===== src/rtl/fb_pkg.sv =====
`default_nettype none
// +----------------------------------------------------------------------------+
// | Package : fb_pkg                                                           |
// | Purpose : Framebuffer geometry, buffered pixel word and writer FSM states   |
// |           shared by fb_pixel_writer and fb_fifo.                           |
// | Rev     : 1.0  initial release                                             |
// +----------------------------------------------------------------------------+
package fb_pkg;

  localparam int FB_W   = 640;
  localparam int FB_H   = 480;
  localparam int ADDR_W = 19;

  // One buffered pixel: linear word address plus packed {R,G,B} colour.
  typedef struct packed {
    logic [ADDR_W-1:0] addr;
    logic [23:0]       rgb;
  } fb_word_t;

  typedef enum logic [0:0] {
    IDLE  = 1'b0,
    WRITE = 1'b1
  } fb_state_t;

endpackage
`default_nettype wire


===== src/rtl/fb_fifo.sv =====
`default_nettype none
// +----------------------------------------------------------------------------+
// | Module  : fb_fifo                                                          |
// | Purpose : Synchronous show-ahead FIFO of fb_word_t pixel words.            |
// | Ports   : clk, rst_n (async active-low), i_push/i_wdata write side,        |
// |           i_pop/o_head read side, o_full/o_empty occupancy flags.          |
// | Rev     : 1.0  initial release                                             |
// +----------------------------------------------------------------------------+
module fb_fifo
  import fb_pkg::*;
#(
  parameter int DEPTH = 16
) (
  input  logic     clk,
  input  logic     rst_n,
  input  logic     i_push,
  input  fb_word_t i_wdata,
  input  logic     i_pop,
  output logic     o_full,
  output logic     o_empty,
  output fb_word_t o_head
);

  localparam int AW = $clog2(DEPTH);

  fb_word_t        r_mem [DEPTH];
  // Pointers carry one extra wrap bit so full and empty are distinguishable.
  logic [AW:0]     r_wr_ptr;
  logic [AW:0]     r_rd_ptr;

  always_ff @(posedge clk or negedge rst_n) begin
    if (!rst_n) begin
      r_wr_ptr <= '0;
      r_rd_ptr <= '0;
    end else begin
      if (i_push) r_wr_ptr <= r_wr_ptr + (AW+1)'(1);
      if (i_pop)  r_rd_ptr <= r_rd_ptr + (AW+1)'(1);
    end
  end

  // Storage needs no reset: an entry is only read after it has been written.
  always_ff @(posedge clk) begin
    if (i_push) r_mem[r_wr_ptr[AW-1:0]] <= i_wdata;
  end

  assign o_empty = (r_wr_ptr == r_rd_ptr);
  assign o_full  = (r_wr_ptr[AW-1:0] == r_rd_ptr[AW-1:0]) &&
                   (r_wr_ptr[AW] != r_rd_ptr[AW]);
  assign o_head  = r_mem[r_rd_ptr[AW-1:0]];

endmodule
`default_nettype wire


===== src/rtl/fb_pixel_writer.sv =====
`default_nettype none
// +----------------------------------------------------------------------------+
// | Module  : fb_pixel_writer                                                  |
// | Purpose : Clips the shader pixel stream, buffers it and turns each pixel   |
// |           into a linear framebuffer write over a req/ack memory port.      |
// | Ports   : clk, reset_n (async active-low)                                  |
// |           shader : write_pixel, x_pixel, y_pixel, R, G, B, done, pix_ready |
// |           memory : mem_req, mem_addr, mem_wdata, mem_ack                   |
// |           status : frame_done (pulse), overflow (sticky), clip_count       |
// | Rev     : 1.0  initial release                                             |
// +----------------------------------------------------------------------------+
module fb_pixel_writer #(
  parameter int FB_W       = fb_pkg::FB_W,
  parameter int FB_H       = fb_pkg::FB_H,
  parameter int FIFO_DEPTH = 16,
  parameter int ADDR_W     = fb_pkg::ADDR_W
) (
  input  logic              clk,
  input  logic              reset_n,
  input  logic              write_pixel,
  input  logic [9:0]        x_pixel,
  input  logic [9:0]        y_pixel,
  input  logic [7:0]        R,
  input  logic [7:0]        G,
  input  logic [7:0]        B,
  input  logic              done,
  output logic              pix_ready,
  output logic              mem_req,
  output logic [ADDR_W-1:0] mem_addr,
  output logic [23:0]       mem_wdata,
  input  logic              mem_ack,
  output logic              frame_done,
  output logic              overflow,
  output logic [15:0]       clip_count
);

  import fb_pkg::*;

  fb_state_t         r_state;
  fb_state_t         w_state_nxt;
  logic              r_mem_req;
  logic              w_req_nxt;
  logic [ADDR_W-1:0] r_mem_addr;
  logic [23:0]       r_mem_wdata;
  logic              r_frame_done;
  logic              r_overflow;
  logic [15:0]       r_clip_count;
  logic              r_done_seen;
  logic              r_rearm_block;

  logic              w_in_range;
  logic              w_clip;
  logic              w_push;
  logic              w_pop;
  logic              w_ovf;
  logic              w_full;
  logic              w_empty;
  logic              w_frame_fire;
  logic              w_done_arm;
  logic [ADDR_W-1:0] w_addr;
  fb_word_t          w_push_word;
  fb_word_t          w_head;

  // ---------------------------------------------------------------- clipping
  assign w_in_range = ({22'd0, x_pixel} < FB_W) && ({22'd0, y_pixel} < FB_H);
  assign w_clip     = write_pixel && !w_in_range;

  // Modulo-2**ADDR_W arithmetic yields exactly the low ADDR_W bits of the
  // full-width y*FB_W + x, so the product is formed directly at ADDR_W.
  assign w_addr = ADDR_W'(y_pixel) * ADDR_W'(FB_W) + ADDR_W'(x_pixel);

  assign w_push_word.addr = w_addr;
  assign w_push_word.rgb  = {R, G, B};

  // A pop on the same edge frees an entry, so a full FIFO still accepts.
  assign w_push = write_pixel && w_in_range && (!w_full || w_pop);
  assign w_ovf  = write_pixel && w_in_range && w_full && !w_pop;

  fb_fifo #(
    .DEPTH (FIFO_DEPTH)
  ) u_fifo (
    .clk     (clk),
    .rst_n   (reset_n),
    .i_push  (w_push),
    .i_wdata (w_push_word),
    .i_pop   (w_pop),
    .o_full  (w_full),
    .o_empty (w_empty),
    .o_head  (w_head)
  );

  // --------------------------------------------------------------- write FSM
  // WRITE is occupied exactly while mem_req is high, so an ack seen in IDLE
  // is ignored without further qualification.
  always_comb begin
    w_state_nxt = r_state;
    w_req_nxt   = r_mem_req;
    w_pop       = 1'b0;
    case (r_state)
      IDLE: begin
        if (!w_empty) begin
          w_pop       = 1'b1;
          w_req_nxt   = 1'b1;
          w_state_nxt = WRITE;
        end
      end
      WRITE: begin
        if (mem_ack) begin
          if (!w_empty) begin
            w_pop = 1'b1;
          end else begin
            w_req_nxt   = 1'b0;
            w_state_nxt = IDLE;
          end
        end
      end
      default: begin
        w_req_nxt   = 1'b0;
        w_state_nxt = IDLE;
      end
    endcase
  end

  always_ff @(posedge clk or negedge reset_n) begin
    if (!reset_n) begin
      r_state     <= IDLE;
      r_mem_req   <= 1'b0;
      r_mem_addr  <= '0;
      r_mem_wdata <= '0;
    end else begin
      r_state   <= w_state_nxt;
      r_mem_req <= w_req_nxt;
      if (w_pop) begin
        r_mem_addr  <= w_head.addr;
        r_mem_wdata <= w_head.rgb;
      end
    end
  end

  // ------------------------------------------------------------ done / frame
  assign w_frame_fire = r_done_seen && w_empty && (r_state == IDLE);

  // After a frame completes with done still high, done only re-arms once a
  // new pixel arrives or done drops, giving one frame_done per drain.
  assign w_done_arm = done && (!r_rearm_block || w_push);

  always_ff @(posedge clk or negedge reset_n) begin
    if (!reset_n) begin
      r_done_seen   <= 1'b0;
      r_rearm_block <= 1'b0;
      r_frame_done  <= 1'b0;
    end else begin
      r_frame_done <= w_frame_fire;
      if (w_frame_fire) begin
        // A pixel pushed on the firing edge together with done starts a
        // new frame that is already marked complete.
        r_done_seen   <= done && w_push;
        r_rearm_block <= done;
      end else begin
        r_done_seen   <= r_done_seen || w_done_arm;
        r_rearm_block <= r_rearm_block && done && !w_push;
      end
    end
  end

  // -------------------------------------------------------- status counters
  always_ff @(posedge clk or negedge reset_n) begin
    if (!reset_n) begin
      r_overflow   <= 1'b0;
      r_clip_count <= '0;
    end else begin
      if (w_ovf) r_overflow <= 1'b1;
      if (w_frame_fire) begin
        // A clip on the firing edge belongs to the next frame.
        r_clip_count <= w_clip ? 16'd1 : 16'd0;
      end else if (w_clip && (r_clip_count != 16'hFFFF)) begin
        r_clip_count <= r_clip_count + 16'd1;
      end
    end
  end

  assign pix_ready  = !w_full;
  assign mem_req    = r_mem_req;
  assign mem_addr   = r_mem_addr;
  assign mem_wdata  = r_mem_wdata;
  assign frame_done = r_frame_done;
  assign overflow   = r_overflow;
  assign clip_count = r_clip_count;

endmodule
`default_nettype wire


===== config.mk =====
export PLATFORM = sky130hd
export DESIGN_NAME = fb_pixel_writer
export DESIGN_NICKNAME = d
export VERILOG_FILES = /design/src/rtl/fb_pkg.sv /design/src/rtl/fb_fifo.sv /design/src/rtl/fb_pixel_writer.sv
export SDC_FILE = /design/constraint.sdc
export NUM_CORES = 1
export LEC_CHECK = 0
export CAP_MARGIN = 30
export CORE_MARGIN = 1
export CORE_UTILIZATION = 40
export CTS_BUF_LIST = sky130_fd_sc_hd__clkbuf_8
export DETAILED_ROUTE_END_ITERATION = 7
export GPL_TIMING_DRIVEN = 1
export PLACE_DENSITY = 0.61
export SYNTH_ARGS = -nofsm -noshare
export SYNTH_HDL_FRONTEND = slang
export SYNTH_SLANG_ARGS = --single-unit

===== constraint.sdc =====
create_clock -name clk -period 7.6 [get_ports clk]
set_clock_uncertainty 0.2 [all_clocks]
set_input_delay 1.14 -clock clk [delete_from_list [all_inputs] [get_ports clk]]
set_output_delay 1.14 -clock clk [all_outputs]
set_load 0.05 [all_outputs]

==> results.toml <==
[grt]
grtUsageTotal_pct = 17.3
antenna_found_initial = 2
grt_pass1_vias = 14900
grt_max_degree = 110
grt_overflow_total = 0
grt_first_pass_wirelength_microns = 94600

[cells_and_area]
final_cell_area_sq_um = 34600
layout_common_cells = "edfxtp_1 (688), mux4_2 (215), clkbuf_8 (144), clkdlybuf4s50_1 (110), dfrtp_1 (71)"
mostFrequentLayoutCell = "edfxtp_1"
drive_gt1_share_pct = 29.8
synthToLayoutAreaGrowth_pct = 15.8
nNetsFinal = 1603

[logic_synthesis]
syn_area_per_cell_sq_um = 22.9
ys_types = 46
synth_top_area_share_pct = 69.2
synth.area.mux_share_pct = 18.1
synth_compound_area_share_pct = 0.872
synth_fa_ha_area_share_pct = 1.18
synth_largest_area_cell = "edfxtp_1"
netlist_area_sq_um = 29900
synthCells = 1303
synth-seq-cells = 763
synth_nets = 1379
synth_edf_count = 688
ys_warn_count = 0
yosys_most_used_dff = "edfxtp_1"
ys_async_sr_fraction_pct = 9.83
synth-xor-area-share_pct = 1.14
synth_top_family_by_area = "multiplexers"
netlist_top_cells_area = "edfxtp_1 (69%), mux4_2 (16%), dfrtp_1 (6.3%), mux2_2 (1.1%), ha_1 (1.0%)"
synth-simple-area-share_pct = 1.72
ys_seq_area_share_pct = 75.5

[placement]
place_ws_ns = 2.78
dp.final_hpwl_microns = 34300
place_congestion = 0.732
placed_cell_area_sq_um = 32100
port_buffers = 111

[cts]
cts_tree = "done"
cts_sinks = 763
clock-root-buffer = "clkbuf_8"
cts_inserted_buffers = 132
clock_path_buffers = 3
cts_hold_buf = 0
clk_pin_slew_worst_paths_ns = 0.06
htreeDepth = 4
post_cts_resized = 0
cts_setup_buffers = 0
clock_latency_ns = 0.76

[setup_path]
critPathLaunchType = "flip-flop"
arrival_ns = 3.16
cp_max_fo = 50
cp-end-kind = "output pin"
crit_type = "flip-flop to output pin"
required_ns = 6.26

[timing]
finalSetupViolCount = 0
hold_slack_ns = 0.155
period_minus_slack_ns = 4.50
setup_ws_ns = 3.10
worst_pin_slew_ns = 1.07
tns_ns = 0
slew_violations = 0
fmax_mhz = 222
max-slew-margin-rel_pct = 28.4
hold_viol_final = 0
rsz0062_at_grt = "false"
period_share_pct = 59.2

[floorplanning]
core_sq_um = 73500
start_util_pct = 40.6
die_y_microns = 275
dieArea_sq_um = 75700
ioPinCount = 112
row_count = 99
dieWidth_microns = 275

[min_path]
hold_class = "input port to asynchronous set/reset pin"

[detailed_routing]
via_per_inst = 5.33
route.detailed.wl_per_inst_microns = 24.4
drt-initial-drc-count = 925
wirelength_microns = 62900
dr.pass1.iters = 4
ant_nets = 0
dr_total_vias = 13800
drc = 0

[pwr]
power_leakage_nw = 11.3
peakVddDrop_v = 0.000241
power_density_nw_per_um2 = 362

[run_status]
status = "finished clean"

[job]
max_cap_viol_count = 0
## power breakdown
group	internal (mW)	leakage [nW]	switching [mW]	total, mW
clock network	1.79	1.38	1.58	3.38
logic	1.83	2.87	2.00	3.83
registers	4.97	7.08	0.327	5.29
total	8.59	11.3	3.91	12.5
## cells by family (layout without fill, tap and decap cells)
group / Yosys count / in the layout
AO/OA/AOI/OAI: 40 / 40
XOR/XNOR: 39 / 39
adder cells (fa/ha/maj): 27 / 27
buffers and inverters: 75 / 393
flip-flops: 763 / 763
multiplexers: 259 / 259
other: 0 / 1
AND/OR/NAND/NOR: 100 / 100
## registers in the layout, indices dropped and copies added, names as in the netlist
name             cells
overflow             1
r_rearm_block        1
r_state              1
mem_req              1
u_fifo.r_mem       688
u_fifo.r_rd_ptr      5
r_done_seen          1
mem_wdata           24
clip_count          16
u_fifo.r_wr_ptr      5
mem_addr            19
frame_done           1
## cells in the mapped netlist (7+ instances only)
cell type  count
and2_1         8
edfxtp_1     688
nor3_1        12
buf_2          8
mux2_2        30
buf_1          7
clkbuf_1      23
dfrtp_1       75
inv_1         14
ha_1          25
a21oi_1       11
nor2_1        21
mux2_4        14
mux4_2       215
nand4_1        7
nand2_1       20
o21ai_0        9
nand3_1       11
xor2_1        17
buf_6         21
xnor2_1       22
## layer usage
metal  wire [microns]  vias up  GRT usage [%]
met3             2590       98           3.71
met1            27100     7411           22.5
met4             1290        2           5.86
met2            31900      320           28.8
met5               13        -              0
li1                 -     5920              -
## worst max-delay path: stages (launching register included)
cell	delay [ns]
dfrtp_4	0.96
xor2_1	0.16
nor4_2	0.43
nand2_1	0.12
clkdlybuf4s50_1	0.73
## per-stage QoR
step	util, %	power [mW]	cells
detailed placement	43.7	9.29	2349
CTS	47.0	12.7	2577
finish	47.0	12.5	2581
floorplan	-	8.16	1303
global route	47.0	13.1	2581
global placement	43.7	9.24	2345
## final cells by class
cell class,count,area [sq um]
Tap cell,959,1200
Clock buffer,143,1970
Fill cell,5987,38900
Inverter,15,56.3
Antenna cell,1,2.50
Multi-Input combinational cell,465,6930
Timing Repair Buffer,150,1430
Sequential cell,763,22500
Clock inverter,85,424
## worst paths after layout
path / startpoint / endpoint / slack (ns) / depth (start not counted)
max: u_fifo.r_rd_ptr[1]$_DFFE_PN0P_ / pix_ready / 3.10 / 4
min: reset_n / mem_wdata[10]$_DFFE_PN0P_ / 0.15 / 1
max reg2reg: u_fifo.r_rd_ptr[1]$_DFFE_PN0P_ / u_fifo.r_mem[2][35]$_DFFE_PP_ / 3.78 / 7
min reg2reg: r_state$_DFF_PN0_ / mem_req$_DFFE_PN0P_ / 0.28 / 1
max in group asynchronous: reset_n / u_fifo.r_rd_ptr[1]$_DFFE_PN0P_ / 5.92 / 2
min in group clk: r_state$_DFF_PN0_ / mem_req$_DFFE_PN0P_ / 0.28 / 1
Power figures use the tool's default switching activity.
